<file path="config.mk">
export PLATFORM = sky130hd
export DESIGN_NAME = btn_debounce
export DESIGN_NICKNAME = d
export VERILOG_FILES = /design/src/rtl/btn_pkg.sv /design/src/rtl/debounce_ch.sv /design/src/rtl/btn_debounce.sv
export SDC_FILE = /design/constraint.sdc
export NUM_CORES = 1
export LEC_CHECK = 0
export BUFFER_PORTS_ARGS = -buffer_cell sky130_fd_sc_hd__clkbuf_2
export CAP_MARGIN = 20
export CORE_AREA = 2 2 79 81
export CTS_CLUSTER_DIAMETER = 40
export DETAILED_ROUTE_END_ITERATION = 8
export DIE_AREA = 0 0 81 83
export GPL_ROUTABILITY_DRIVEN = 0
export PLACE_DENSITY = 0.58
export SETUP_SLACK_MARGIN = 0.3
export SYNTH_ARGS = -nofsm -noshare
export SYNTH_HDL_FRONTEND = slang
export SYNTH_SLANG_ARGS = --single-unit
</file>
<file path="constraint.sdc">
create_clock -name clk -period 3.65 [get_ports clk]
set_input_delay 0.73 -clock clk [delete_from_list [all_inputs] [get_ports clk]]
set_output_delay 0.73 -clock clk [all_outputs]
set_load 0.05 [all_outputs]
</file>
<file path="src/rtl/btn_pkg.sv">
// Shared definitions for the two-channel push-button debouncer.
// Holds the per-channel FSM state encoding and the default timing constants
// used by debounce_ch and btn_debounce.
// No ports (package). Optional feature macro used by importers: BTN_AUTO_REPEAT_EN.
package btn_pkg;

  // Encodings are fixed; other blocks may decode the raw 2-bit value.
  typedef enum logic [1:0] {
    StIdle   = 2'd0,
    StArm    = 2'd1,
    StHeld   = 2'd2,
    StDisarm = 2'd3
  } btn_state_e;

  // 5 ms at 50 MHz.
  localparam int unsigned DbCyclesDef     = 250000;
  localparam int unsigned CntWDef         = 18;
  // 0.5 s to first repeat, then 0.1 s between repeats, at 50 MHz.
  localparam int unsigned RepeatDelayDef  = 25000000;
  localparam int unsigned RepeatPeriodDef = 5000000;
  localparam int unsigned RptWDef         = 25;

endpackage

</file>
<file path="src/rtl/debounce_ch.sv">
// One debouncer channel: four-state FSM, debounce counter and, when the
// BTN_AUTO_REPEAT_EN macro is defined, a repeat counter that re-fires the
// press strobe while the button stays held.
// Ports:
//   clk   - clock, rising edge
//   rst   - synchronous active-high reset
//   d     - synchronised button bit
//   lvl   - registered debounced level
//   press - registered one-cycle press strobe
module debounce_ch
  import btn_pkg::*;
#(
  parameter int unsigned DB_CYCLES     = DbCyclesDef,
  parameter int unsigned CNT_W         = CntWDef,
  parameter int unsigned REPEAT_DELAY  = RepeatDelayDef,
  parameter int unsigned REPEAT_PERIOD = RepeatPeriodDef,
  parameter int unsigned RPT_W         = RptWDef
) (
  input  logic clk,
  input  logic rst,
  input  logic d,
  output logic lvl,
  output logic press
);

  localparam logic [CNT_W-1:0] CntMax = CNT_W'(DB_CYCLES - 1);

  btn_state_e       state_q, state_d;
  logic [CNT_W-1:0] cnt_q, cnt_d;
  logic             lvl_q, lvl_d;
  logic             press_q, press_d;

`ifdef BTN_AUTO_REPEAT_EN
  logic [RPT_W-1:0] rpt_q, rpt_d;
  // Set while waiting for the first repeat after entering HELD.
  logic             first_q, first_d;
  logic [RPT_W-1:0] rpt_max;

  assign rpt_max = first_q ? RPT_W'(REPEAT_DELAY - 1) : RPT_W'(REPEAT_PERIOD - 1);
`else
  logic unused_rpt_cfg;
  assign unused_rpt_cfg = ^{REPEAT_DELAY, REPEAT_PERIOD, RPT_W};
`endif

  always_comb begin
    state_d = state_q;
    cnt_d   = cnt_q;
    lvl_d   = lvl_q;
    press_d = 1'b0;
`ifdef BTN_AUTO_REPEAT_EN
    rpt_d   = rpt_q;
    first_d = first_q;
`endif
    unique case (state_q)
      StIdle: begin
        if (d) begin
          state_d = StArm;
          cnt_d   = '0;
        end
      end
      StArm: begin
        if (!d) begin
          state_d = StIdle;
          cnt_d   = '0;
        end else if (cnt_q == CntMax) begin
          state_d = StHeld;
          cnt_d   = '0;
          lvl_d   = 1'b1;
          press_d = 1'b1;
`ifdef BTN_AUTO_REPEAT_EN
          rpt_d   = '0;
          first_d = 1'b1;
`endif
        end else begin
          cnt_d = cnt_q + CNT_W'(1);
        end
      end
      StHeld: begin
        if (!d) begin
          state_d = StDisarm;
          cnt_d   = '0;
`ifdef BTN_AUTO_REPEAT_EN
          rpt_d   = '0;
`endif
        end
`ifdef BTN_AUTO_REPEAT_EN
        else if (rpt_q == rpt_max) begin
          press_d = 1'b1;
          rpt_d   = '0;
          first_d = 1'b0;
        end else begin
          rpt_d = rpt_q + RPT_W'(1);
        end
`endif
      end
      StDisarm: begin
        if (d) begin
          // Bounce back to held: no strobe, and the repeat wait starts over.
          state_d = StHeld;
          cnt_d   = '0;
`ifdef BTN_AUTO_REPEAT_EN
          rpt_d   = '0;
          first_d = 1'b1;
`endif
        end else if (cnt_q == CntMax) begin
          state_d = StIdle;
          cnt_d   = '0;
          lvl_d   = 1'b0;
        end else begin
          cnt_d = cnt_q + CNT_W'(1);
        end
      end
      default: begin
        state_d = StIdle;
        cnt_d   = '0;
        lvl_d   = 1'b0;
      end
    endcase
  end

  always_ff @(posedge clk) begin
    if (rst) begin
      state_q <= StIdle;
      cnt_q   <= '0;
      lvl_q   <= 1'b0;
      press_q <= 1'b0;
    end else begin
      state_q <= state_d;
      cnt_q   <= cnt_d;
      lvl_q   <= lvl_d;
      press_q <= press_d;
    end
  end

`ifdef BTN_AUTO_REPEAT_EN
  always_ff @(posedge clk) begin
    if (rst) begin
      rpt_q   <= '0;
      first_q <= 1'b0;
    end else begin
      rpt_q   <= rpt_d;
      first_q <= first_d;
    end
  end
`endif

  assign lvl   = lvl_q;
  assign press = press_q;

endmodule

</file>
<file path="src/rtl/btn_debounce.sv">
// Two-channel push-button debouncer and press-pulse generator for the
// calculator front end. Each channel is an independent debounce_ch.
// Optional auto-repeat of the press strobe: define BTN_AUTO_REPEAT_EN.
// Ports:
//   clk    - clock, rising edge
//   rst    - synchronous active-high reset
//   d0/d1  - synchronised button bits (from register stage q0/q1)
//   lvl0/1 - debounced levels
//   press0/1 - one-cycle press strobes
module btn_debounce
  import btn_pkg::*;
#(
  parameter int unsigned DB_CYCLES     = DbCyclesDef,
  parameter int unsigned CNT_W         = CntWDef,
  parameter int unsigned REPEAT_DELAY  = RepeatDelayDef,
  parameter int unsigned REPEAT_PERIOD = RepeatPeriodDef,
  parameter int unsigned RPT_W         = RptWDef
) (
  input  logic clk,
  input  logic rst,
  input  logic d0,
  input  logic d1,
  output logic lvl0,
  output logic lvl1,
  output logic press0,
  output logic press1
);

  debounce_ch #(
    .DB_CYCLES    (DB_CYCLES),
    .CNT_W        (CNT_W),
    .REPEAT_DELAY (REPEAT_DELAY),
    .REPEAT_PERIOD(REPEAT_PERIOD),
    .RPT_W        (RPT_W)
  ) u_ch0 (
    .clk  (clk),
    .rst  (rst),
    .d    (d0),
    .lvl  (lvl0),
    .press(press0)
  );

  debounce_ch #(
    .DB_CYCLES    (DB_CYCLES),
    .CNT_W        (CNT_W),
    .REPEAT_DELAY (REPEAT_DELAY),
    .REPEAT_PERIOD(REPEAT_PERIOD),
    .RPT_W        (RPT_W)
  ) u_ch1 (
    .clk  (clk),
    .rst  (rst),
    .d    (d1),
    .lvl  (lvl1),
    .press(press1)
  );

endmodule

</file>
Word-level counts from Yosys, hierarchy flattened:

Index checks and enable logic that the tools add are counted.

* word-level logic and storage cells: 88
* flip-flop bits (word level): 44

* bitwise logic cells: 4
* equality and inequality tests: 24
* reductions and logical operators: 12
* mux-type cells: 38
* add/subtract/negate cells: 2

Operators by type and width (number)
* 18-bit 2-to-1 mux: 10
* 18-bit case mux with 4 select lines: 2
* 18-bit by 1-bit adder with 18-bit output, second input constant: 2
* 18-bit == test, second input constant: 2
* 2-bit 2-to-1 mux: 12
* 2-bit != test, second input constant: 8
* 2-bit case mux with 4 select lines: 2
* 3-bit by 2-bit != test with 1-bit output, second input constant: 4
* 1-bit 2-to-1 mux: 10
* 5-bit AND reduction: 2
* 2-bit == test, second input constant: 4
* 2-bit by 1-bit != test with 1-bit output, second input constant: 4
* 4-bit AND reduction: 2
* 3-bit OR reduction: 2
* 2-bit by 1-bit == test with 1-bit output, second input constant: 2
* 2-bit zero test: 2
* 1-bit NOT: 4
* 1-bit case mux with 2 select lines: 2
* 2-bit AND reduction: 2
* 2-bit nonzero test: 2

Longest topological paths before layout:

Gate-level depths: netlist (run 1).

* word-level depth: 4
* mapped depth: 7

Modules after synthesis:

From an unflattened synthesis (run 1), not the netlist that was laid out.

* cell total of the unflattened synthesis: 258
* area, all modules: 2248.4 µm²

Modules (own cells, without submodules)
* debounce_ch (u_ch1): area each 1127.3 µm², cells each 130, sequential area each 440.4 µm², instances 1
* debounce_ch (u_ch0): area each 1121.1 µm², cells each 128, sequential area each 440.4 µm², instances 1

Least setup slack after synthesis (run 1):

No wires, ideal clock.

* path kind: in2reg
* from: input port rst
* to: register u_ch1.cnt_q[13]
* path slack: 1.783 ns
* arrival: 1.808 ns
* data required time: 3.591 ns
* setup time: 0.059 ns
* cell stages on the path: 4
* buffers on the path: 1
* cells stage by stage: clkbuf_1 > nor3_1 > a21o_1 > a22o_1

RTL lines
* start: declaration: line btn_debounce.sv:20 `input logic rst,`
* end signal: assignment: line debounce_ch.sv:129 `cnt_q <= cnt_d;`
* end: declaration: line debounce_ch.sv:29 `logic [CNT_W-1:0] cnt_q, cnt_d;`

Final worst setup path (run 1):

* from: register u_ch1.cnt_q[0]
* to: register u_ch1.cnt_q[13]

* longest elaborated chain between the ends: 4

RTL lines
* 18-bit by 1-bit adder with 18-bit output or 18-bit == test (tied branches)
* 18-bit 2-to-1 mux *: line debounce_ch.sv:65, debounce_ch.sv:105
* 18-bit 2-to-1 mux, on equally long branches: line debounce_ch.sv:97, debounce_ch.sv:62
* 18-bit case mux with 4 select lines *: line debounce_ch.sv:54 `unique case (state_q)`

Every way passes the cells marked *; elsewhere a longest branch is shown, timed or not.
A chain may end at the register's enable or synchronous reset.

==> results of run 1 <==
per-stage QoR:
| stage | utilization, % | hold slack (ps) | std cells | area [um2] | power, mW |
|---|---|---|---|---|---|
| finish | 42.3 | 497 | 361 | 2460 | 0.887 |
| global route | 42.3 | 531 | 361 | 2460 | 0.931 |
| floorplan | - | 454 | 276 | 2260 | 0.558 |
| CTS | 42.3 | 501 | 361 | 2460 | 0.900 |
| global placement | 40.7 | 476 | 353 | 2370 | 0.575 |
| detailed placement | 40.7 | 490 | 353 | 2370 | 0.577 |
final cells by class:
class	instances	area (um2)	share of cell area, %
clock inverters	1	7.51	0.305
multi-input cells	218	1320	53.5
well taps	75	93.8	3.81
clock buffers	7	86.3	3.51
inverters	7	26.3	1.07
repair buffers	9	50.0	2.03
flip-flops and latches	44	881	35.8
power groups by stage:
stage               Sequential [mW]  Combinational [mW]  Clock, mW
floorplan                     0.511              0.0477          0
global placement              0.505              0.0704          0
detailed placement            0.505              0.0717          0
CTS                           0.493              0.0721      0.334
global route                  0.495              0.0791      0.357
finish                        0.493              0.0717      0.322
sequential cells by signal, summed over array words and instances, names as in the netlist, named ones only:
signal / flops
u_ch1.cnt_q: 18
u_ch0.lvl: 1
u_ch1.press: 1
u_ch1.lvl: 1
u_ch0.cnt_q: 18
u_ch0.state_q: 1
u_ch1.state_q: 1
u_ch0.press: 1
worst min path at each step:
stage | slack, ps | cells past startpoint | start | to
after floorplan | 450 | 1 | u_ch1.cnt_q[14] | u_ch1.cnt_q[14]
after global placement | 480 | 2 | u_ch0.cnt_q[2] | u_ch0.cnt_q[2]
after detailed placement | 490 | 2 | u_ch0.cnt_q[2] | u_ch0.cnt_q[2]
after CTS | 500 | 2 | u_ch0.cnt_q[2] | u_ch0.cnt_q[2]
after global routing | 530 | 2 | u_ch0.cnt_q[2] | u_ch0.cnt_q[2]
final | 500 | 2 | u_ch0.cnt_q[2] | u_ch0.cnt_q[2]
worst max-delay path, stage by stage, from the launching register on:
cell	delay [ps]
dfxtp_1	360
ha_1	250
and3_1	220
and3_1	210
a211oi_4	630
buf_4	290
a21o_1	130
a22o_1	130
cells in the mapped netlist, types with 4 or more instances:
cell type	instances
dfxtp_1	44
o21ai_0	11
nor2b_1	4
and3_1	11
a21o_1	4
nor4_1	4
nor3_1	5
xor2_1	5
nand2_1	37
nand3_1	28
nand4_1	8
inv_1	7
a22o_1	6
xnor2_1	5
nand3b_1	4
a21oi_1	12
nor2_1	21
mux2i_1	5
a31oi_1	12
per-layer routing:
| layer | GRT usage [%] | routed length (um) | up-vias |
|---|---|---|---|
| li1 | - | - | 1019 |
| met1 | 20.9 | 2370 | 908 |
| met2 | 24.0 | 2270 | 20 |
| met3 | 3.26 | 107 | 10 |
| met4 | 4.47 | 85 | 0 |
| met5 | 0 | 0 | - |
cell families after synthesis:
logic type / share of synthesized area [%]
AO/OA/AOI/OAI: 16.3
multiplexers: 2.22
XOR/XNOR: 4.60
flip-flops: 39.0
buffers and inverters: 2.66
AND/OR/NAND/NOR: 34.1
adder cells (fa/ha/maj): 1.11
==> reports/qor.yml, run 1 <==
outcome: "finished clean"
p_int_mw: 0.662
regToRegSetupSlack_ps: 1380
first_global_vias: 1728
cts_buffers: 5
first_pass_iters: 4
num_rows: 28
ys_warn_count: 0
n_fill_cell: 610
combPwrFrac_pct: 8.1
n_antenna_cell: 0
synth_fp_nets: 282
ys_seq_area_share_pct: 39.0
worstPathArrival_ps: 2510
syn_to_final_growth_pct: 9.04
critPathMaxFanout: 16
power.density_nw_per_um2: 360
layout_commonest_cell: "dfxtp_1"
ir_worst_vdd_mv: 0.203
h-tree-depth: 2
avgSynthCellArea_um2: 8.17
syn_area_um2: 2260
slew_viol_final: 0
place_hpwl_um: 3440
seqPwrFrac_pct: 55.7
cts_sinks: 44
worst_pin_slew_ps: 811
synth_seq_cells: 44
vias: 1957
hold_buffers: 0
clock_path_buffers: 2
grt-ovfl-total: 0
power_switching_share_pct: 25.4
core_area_um2: 5820
postCtsSetupBuffers: 0
synth_top_area_share_pct: 39.0
r2r_cells: 7
die_y_um: 83
worstPathRequired_ps: 3890
hold_viol: 0
grt_antenna_before_repair: 0
grt_pass1_wl_um: 8250
final.setup.tns_ps: 0
start_util_pct: 38.8
cts_root_buffer: "clkbuf_8"
synth_edf_count: 0
crit_start: "u_ch1.cnt_q[0]"
power.share.clock_pct: 36.3
synth_flop_cell: "dfxtp_1"
max-slew-margin-rel_pct: 45.8
grt_max_degree: 18
syn_inst: 276
worstHoldPathType: "register to register"
worst_slack_ps: 1380
cts_tree: "yes"
drive_gt1_share_pct: 9.44
p_sw_mw: 0.225
io_pins: 8
drt.antenna.violating_nets: 0
setup.worst_path.end: "u_ch1.cnt_q[13]"
dpl_worst_slack_ps: 1270
period_needed_ps: 2270
rsz0062_at_grt: "false"
period_share_pct: 62.2
layout_common_cells: "dfxtp_1 (44), nand2_1 (37), nand3_1 (28), nor2_1 (21)"
synth_top_area_cell: "dfxtp_1"
via_per_inst: 5.42
clk_pin_slew_ps: 80
final_nets: 291
routed_wl_um: 4830
skew_ps: 2.22
synthArstFlopShare_pct: 0
grt_usage_pct: 15.3
max_cap_violations: 0
die_w_um: 81
drc: 0
setup_viol: 0
cts.repair.resized: 0
dr.first_iter.drc_count: 78
max_freq_mhz: 441
cp-start-kind: "register"
io_buffers: 7
ys_types: 45
insertion_delay_ps: 290
critical_path_class: "register to register"
wire_per_inst_um: 13.4
synthTopCellsByArea: "dfxtp_1 (39%), nand3_1 (6.2%), nand2_1 (6.2%)"
p_leak_nw: 0.886
r2r-end: "u_ch1.cnt_q[13]"
r2r-start: "u_ch1.cnt_q[0]"
die-area_um2: 6720
end_kind: "register"
Note: power is estimated with default switching activity, not from simulation.
==> run 2, diff against run 1 <==
ABC_AREA = 1   (was not set)
CORE_AREA = 2 2 84 86   (was 2 2 79 81)
DIE_AREA = 0 0 86 88   (was 0 0 81 83)
clock period = 2.15 ns   (was 3.65 ns; I/O delays follow)
==> reports/qor.yml, run 2 <==
outcome: "finished clean"  # unchanged
ys_warn_count: 0  # unchanged
setup_viol: 0  # unchanged
syn_inst: 391  # was 276
ys_types: 36  # was 45
synth_seq_cells: 44  # unchanged
top_regs: "u_ch0.cnt_q (18), u_ch1.cnt_q (18)"  # unchanged
cp_common_cell: "nor2_1"  # was and3_1
num_rows: 30  # was 28
critical_path_class: "register to register"  # unchanged
p_sw_mw: 0.396  # was 0.225 mW
grt-ovfl-total: 0  # unchanged
start_util_pct: 38.6  # was 38.8%
grt_usage_pct: 16.6  # was 15.3%
h-tree-depth: 2  # unchanged
via_per_inst: 4.90  # was 5.42
synth.most_common_cell: "nand2_1"  # was dfxtp_1
worstPathArrival_ps: 1860  # was 2510 ps
cp_slowest_cell: "dfxtp_1"  # was a211oi_4
path_cells: "ha_1 -> inv_1 -> nor2_2 -> nand2_2 -> nor2_4 -> inv_2 -> nor2_1 -> xor2_1 -> nor2_1"  # was ha_1 -> and3_1 -> and3_1 -> a211oi_4 -> buf_4 -> a21o_1 -> a22o_1
dpl_worst_slack_ps: 431  # was 1270 ps
power_switching_share_pct: 24.3  # was 25.4%
synth_edf_count: 0  # unchanged
drive_gt1_share_pct: 13.0  # was 9.44%
die_w_um: 86  # was 81 um
grt_antenna_before_repair: 0  # unchanged
layout_commonest_cell: "nand2_1"  # was dfxtp_1
cts_root_buffer: "clkbuf_8"  # unchanged
worst_slack_ps: 481  # was 1380 ps
power.share.clock_pct: 41.9  # was 36.3%
wire_per_inst_um: 11.7  # was 13.4 um
hold-worst-slack_ps: 415  # was 497 ps
rsz0062_at_grt: "false"  # unchanged
vias: 2352  # was 1957
hold_buffers: 0  # unchanged
synth_flop_cell: "dfxtp_1"  # unchanged
cts.repair.resized: 0  # unchanged
crit_cells: 9  # was 7
syn_area_um2: 2570  # was 2260 um2
r2r_cells: 9  # was 7
die_y_um: 88  # was 83 um
slowest_delay_ps: 410  # was 630 ps
grt_pass1_wl_um: 10000  # was 8250 um
combPwrFrac_pct: 7.0  # was 8.1%
io_pins: 8  # unchanged
p_leak_nw: 0.977  # was 0.886 nW
power_mw: 1.63  # was 0.887 mW
drc: 0  # unchanged
p_int_mw: 1.23  # was 0.662 mW
max_freq_mhz: 599  # was 441 MHz
postCtsSetupBuffers: 0  # unchanged
clock_path_buffers: 2  # unchanged
core_area_um2: 6640  # was 5820 um2
synthTopCellsByArea: "dfxtp_1 (34%), nand2_1 (15%), nor2_1 (8.6%)"  # was dfxtp_1 (39%), nand3_1 (6.2%), nand2_1 (6.2%)
worstHoldPathType: "primary input to register"  # was register to register
slew_viol_final: 0  # unchanged
regToRegSetupSlack_ps: 480  # was 1380 ps
cts_tree: "yes"  # unchanged
dr.first_iter.drc_count: 76  # was 78
io_buffers: 7  # unchanged
fin_util_pct: 41.9  # was 42.3%
n_fill_cell: 680  # was 610
synth_top_area_cell: "dfxtp_1"  # unchanged
end_kind: "register"  # unchanged
grt_max_degree: 22  # was 18
critPathMaxFanout: 5  # was 16
ir_worst_vdd_mv: 0.350  # was 0.203 mV
layout_common_cells: "nand2_1 (102), nor2_1 (59), dfxtp_1 (44), inv_1 (36), nand3_1 (33)"  # was dfxtp_1 (44), nand2_1 (37), nand3_1 (28), nor2_1 (21)
cp.buffers_inverters: 2  # was 1
cp-start-kind: "register"  # unchanged
synth_commonest_cells: "nand2_1 (102), nor2_1 (59), dfxtp_1 (44)"  # was dfxtp_1 (44), nand2_1 (37), nand3_1 (28)
worst_pin_slew_ps: 624  # was 811 ps
drt.antenna.violating_nets: 0  # unchanged
max_cap_violations: 0  # unchanged
synthArstFlopShare_pct: 0  # unchanged
hold_depth: 3  # was 2
ys_seq_area_share_pct: 34.3  # was 39.0%
cts_sinks: 44  # unchanged
first_global_vias: 2274  # was 1728
synth_top_area_share_pct: 34.3  # was 39.0%
synth_fp_nets: 397  # was 282
worstPathRequired_ps: 2340  # was 3890 ps
die-area_um2: 7570  # was 6720 um2
skew_ps: 7.81  # was 2.22 ps
final_nets: 405  # was 291
syn_to_final_growth_pct: 8.58  # was 9.04%
avgSynthCellArea_um2: 6.56  # was 8.17 um2
place_hpwl_um: 4150  # was 3440 um
hold_viol: 0  # unchanged
final.setup.tns_ps: 0  # unchanged
cts_buffers: 5  # unchanged
insertion_delay_ps: 300  # was 290 ps
seqPwrFrac_pct: 51.0  # was 55.7%
period_share_pct: 77.6  # was 62.2%
clk_pin_slew_ps: 90  # was 80 ps
n_antenna_cell: 0  # unchanged
max-slew-margin-rel_pct: 58.1  # was 45.8%
crit_family: "simple AND/OR/NAND/NOR gates"  # was compound AO/OA/AOI/OAI gates
first_pass_iters: 4  # unchanged
power.density_nw_per_um2: 584  # was 360 nW/um2
period_needed_ps: 1670  # was 2270 ps
routed_wl_um: 5610  # was 4830 um
-- run 2: cell types whose count changed in the layout (fill, tap and decap cells not counted), moves of 6 or more --
cell / delta
nor2_2: +7
a21oi_1: +13
nor2_1: +38
nor2_4: +7
a31oi_1: -12
a22o_1: -6
nand2_2: +7
nand2_1: +65
and3_1: -11
inv_1: +29
-- run 2: worst reg2reg max path, stage by stage (launching register included) --
cell and delay (ps):
dfxtp_1 410, ha_1 240, inv_1 60, nor2_2 190, nand2_2 110, nor2_4 170, inv_2 50, nor2_1 130
xor2_1 170, nor2_1 50
-- run 2: power groups by stage --
stage               Clock (mW)  Combinational (mW)  Sequential, mW
floorplan                    0              0.0941           0.847
global placement             0               0.115           0.849
detailed placement           0               0.117           0.849
CTS                      0.706               0.117           0.830
global route             0.738               0.133           0.831
finish                   0.683               0.115           0.830
-- run 2: cells by family after synthesis --
kind of cell	after synthesis	synth area share, %
AND/OR/NAND/NOR	238	42.9
buffers and inverters	50	8.09
AO/OA/AOI/OAI	47	10.3
flip-flops	44	34.3
XOR/XNOR	10	3.41
adder cells (fa/ha/maj)	2	0.975
-- run 2: final timing paths --
check,start,end
worst min register to register,u_ch1.lvl,u_ch1.lvl
worst min-delay path,d1,register
worst max register to register,u_ch0.cnt_q[0],u_ch0.cnt_q[16]
worst max-delay path,u_ch0.cnt_q[0],u_ch0.cnt_q[16]
-- run 2: cell type report --
| cell class | instances | area [um2] | area share, % |
|---|---|---|---|
| Clock buffer | 6 | 82.6 | 2.96 |
| Clock inverter | 2 | 38.8 | 1.39 |
| Inverter | 43 | 164 | 5.88 |
| Multi-Input combinational cell | 297 | 1480 | 53.0 |
| Sequential cell | 44 | 881 | 31.6 |
| Tap cell | 80 | 100 | 3.59 |
| Timing Repair Buffer | 8 | 42.5 | 1.53 |
-- run 2: per-stage QoR --
step,cells,instance area (um2)
floorplan,391,2570
global placement,472,2670
detailed placement,472,2670
CTS,480,2790
global route,480,2790
finish,480,2790
-- run 2: layer usage --
metal  up-vias  track usage [%]  routed length, um  part of all wire (%)
met5         -                0                  0                     0
met4         0             5.34                 46                  0.82
li1       1262                -                  -                     -
met3         2             3.11                146                   2.6
met1      1071             19.8               2540                    45
met2        17             30.1               2880                    51
==> run 3, diff against run 2 <==
clock period = 1.6 ns   (was 2.15 ns; I/O delays follow)
==> reports/qor.yml, run 3 (synthesis results as in run 2) <==
outcome: "finished clean"  # unchanged
grt_pass1_wl_um: 10700  # was 10000 um
via_per_inst: 5.14  # was 4.90
hold-worst-slack_ps: 308  # was 415 ps
max_cap_violations: 0  # unchanged
routed_wl_um: 6810  # was 5610 um
n_antenna_cell: 0  # unchanged
io_buffers: 7  # unchanged
final_nets: 438  # was 405
setup_viol: 0  # unchanged
worstHoldPathType: "primary input to register"  # unchanged
critical_path_class: "register to register"  # unchanged
die_y_um: 88  # unchanged
first_global_vias: 2369  # was 2274
die_w_um: 86  # unchanged
drt.antenna.violating_nets: 0  # unchanged
place_hpwl_um: 4350  # was 4150 um
cp-start-kind: "register"  # unchanged
ir_worst_vdd_mv: 0.471  # was 0.350 mV
cts_buffers: 5  # unchanged
clk_pin_slew_ps: 90  # about the same
cts_tree: "yes"  # unchanged
layout_common_cells: "nand2_1 (91), nor2_1 (40), inv_1 (31)"  # was nand2_1 (102), nor2_1 (59), dfxtp_1 (44), inv_1 (36), nand3_1 (33)
io_pins: 8  # unchanged
grt-ovfl-total: 0  # unchanged
cts_sinks: 44  # unchanged
slowest_delay_ps: 380  # was 410 ps
max_freq_mhz: 721  # was 599 MHz
vias: 2638  # was 2352
period_share_pct: 86.6  # was 77.6%
final.setup.tns_ps: 0  # unchanged
critPathMaxFanout: 7  # was 5
period_needed_ps: 1390  # was 1670 ps
dr.first_iter.drc_count: 87  # was 76
core_area_um2: 6640  # unchanged
h-tree-depth: 2  # unchanged
cp_common_cell: "nand2_4"  # was nor2_1
end_kind: "register"  # unchanged
skew_ps: 4.87  # was 7.81 ps
drive_gt1_share_pct: 40.9  # was 13.0%
grt_usage_pct: 17.7  # was 16.6%
grt_max_degree: 22  # unchanged
syn_to_final_growth_pct: 38.4  # was 8.58%
top_regs: "u_ch0.cnt_q (18), u_ch1.cnt_q (18)"  # unchanged
layout_commonest_cell: "nand2_1"  # unchanged
die-area_um2: 7570  # unchanged
rsz0062_at_grt: "true"  # was false
first_pass_iters: 4  # unchanged
clock_path_buffers: 2  # unchanged
instances_no_fill: 513  # was 480
power.density_nw_per_um2: 656  # was 584 nW/um2
path_cells: "nor2_1 -> nand2_1 -> nor2_2 -> nand3_4 -> nand2_4 -> nand2_4 -> nand2_8 -> nor3_2"  # was ha_1 -> inv_1 -> nor2_2 -> nand2_2 -> nor2_4 -> inv_2 -> nor2_1 -> xor2_1 -> nor2_1
cp_slowest_cell: "dfxtp_1"  # unchanged
grt_antenna_before_repair: 0  # unchanged
p_leak_nw: 1.24  # was 0.977 nW
cts_root_buffer: "clkbuf_8"  # unchanged
wire_per_inst_um: 13.3  # was 11.7 um
worst_pin_slew_ps: 346  # was 624 ps
drc: 0  # unchanged
worstPathRequired_ps: 1800  # was 2340 ps
hold_buffers: 0  # unchanged
num_rows: 30  # unchanged
slew_viol_final: 0  # unchanged
start_util_pct: 38.6  # unchanged
placed_cells: 475  # was 472
worstPathArrival_ps: 1580  # was 1860 ps
hold_viol: 0  # unchanged
max-slew-margin-rel_pct: 76.9  # was 58.1%
insertion_delay_ps: 300  # about the same
==> run 3: where the power goes <==
group / total, mW / internal (mW) / switching, mW
clock: 0.952 / 0.551 / 0.401
combinational: 0.273 / 0.0980 / 0.175
sequential: 1.10 / 1.09 / 0.0101
==> run 3: cell type report <==
| class | count | area [um2] |
|---|---|---|
| clock inverter | 1 | 30.0 |
| inverter | 43 | 188 |
| timing repair buffer | 39 | 320 |
| sequential | 44 | 943 |
| timing repair inverter | 1 | 11.3 |
| tap | 80 | 100 |
| multi-input combinational | 298 | 1860 |
| fill | 615 | 3090 |
| clock buffer | 7 | 96.3 |
==> run 3: worst max-delay path: cells and delay by family, from the launching register on <==
| family | cells | cell delay (ps) |
|---|---|---|
| AND/OR/NAND/NOR | 8 | 890 |
| flip-flops | 1 | 380 |
==> run 3: final timing paths <==
kind	start	to	slack [ps]	depth (start not counted)
setup / recovery	u_ch0.cnt_q[13]	u_ch0.cnt_q[4]	210	8
hold / removal	d1	register	310	3
setup reg to reg	u_ch0.cnt_q[13]	u_ch0.cnt_q[4]	210	8
hold reg to reg	u_ch1.lvl	u_ch1.lvl	480	2
==> run 3: timing repair <==
item,4_1_cts,5_1_grt
cloned,2,0
setup buffers,16,12
pin swaps,30,36
gates resized for setup,63,86
setup endpoints to repair,38,45
==> run 3: metrics by stage <==
stage	total power [mW]	util (%)	worst slack, ps	instance area [um2]
finish	2.33	53.5	214	3550
global route	2.45	53.5	137	3550
CTS	2.29	47.3	227	3140
detailed placement	1.32	41.1	84.5	2730
global placement	1.31	41.1	94.5	2730
floorplan	1.27	-	300	2610
==> run 3: per-layer routing <==
layer	wire length [um]	up-vias	track usage, %
met1	2980	1247	21.0
met2	3530	42	31.3
met3	218	10	4.62
met4	82	0	5.92
li1	-	1339	-
met5	0	-	0
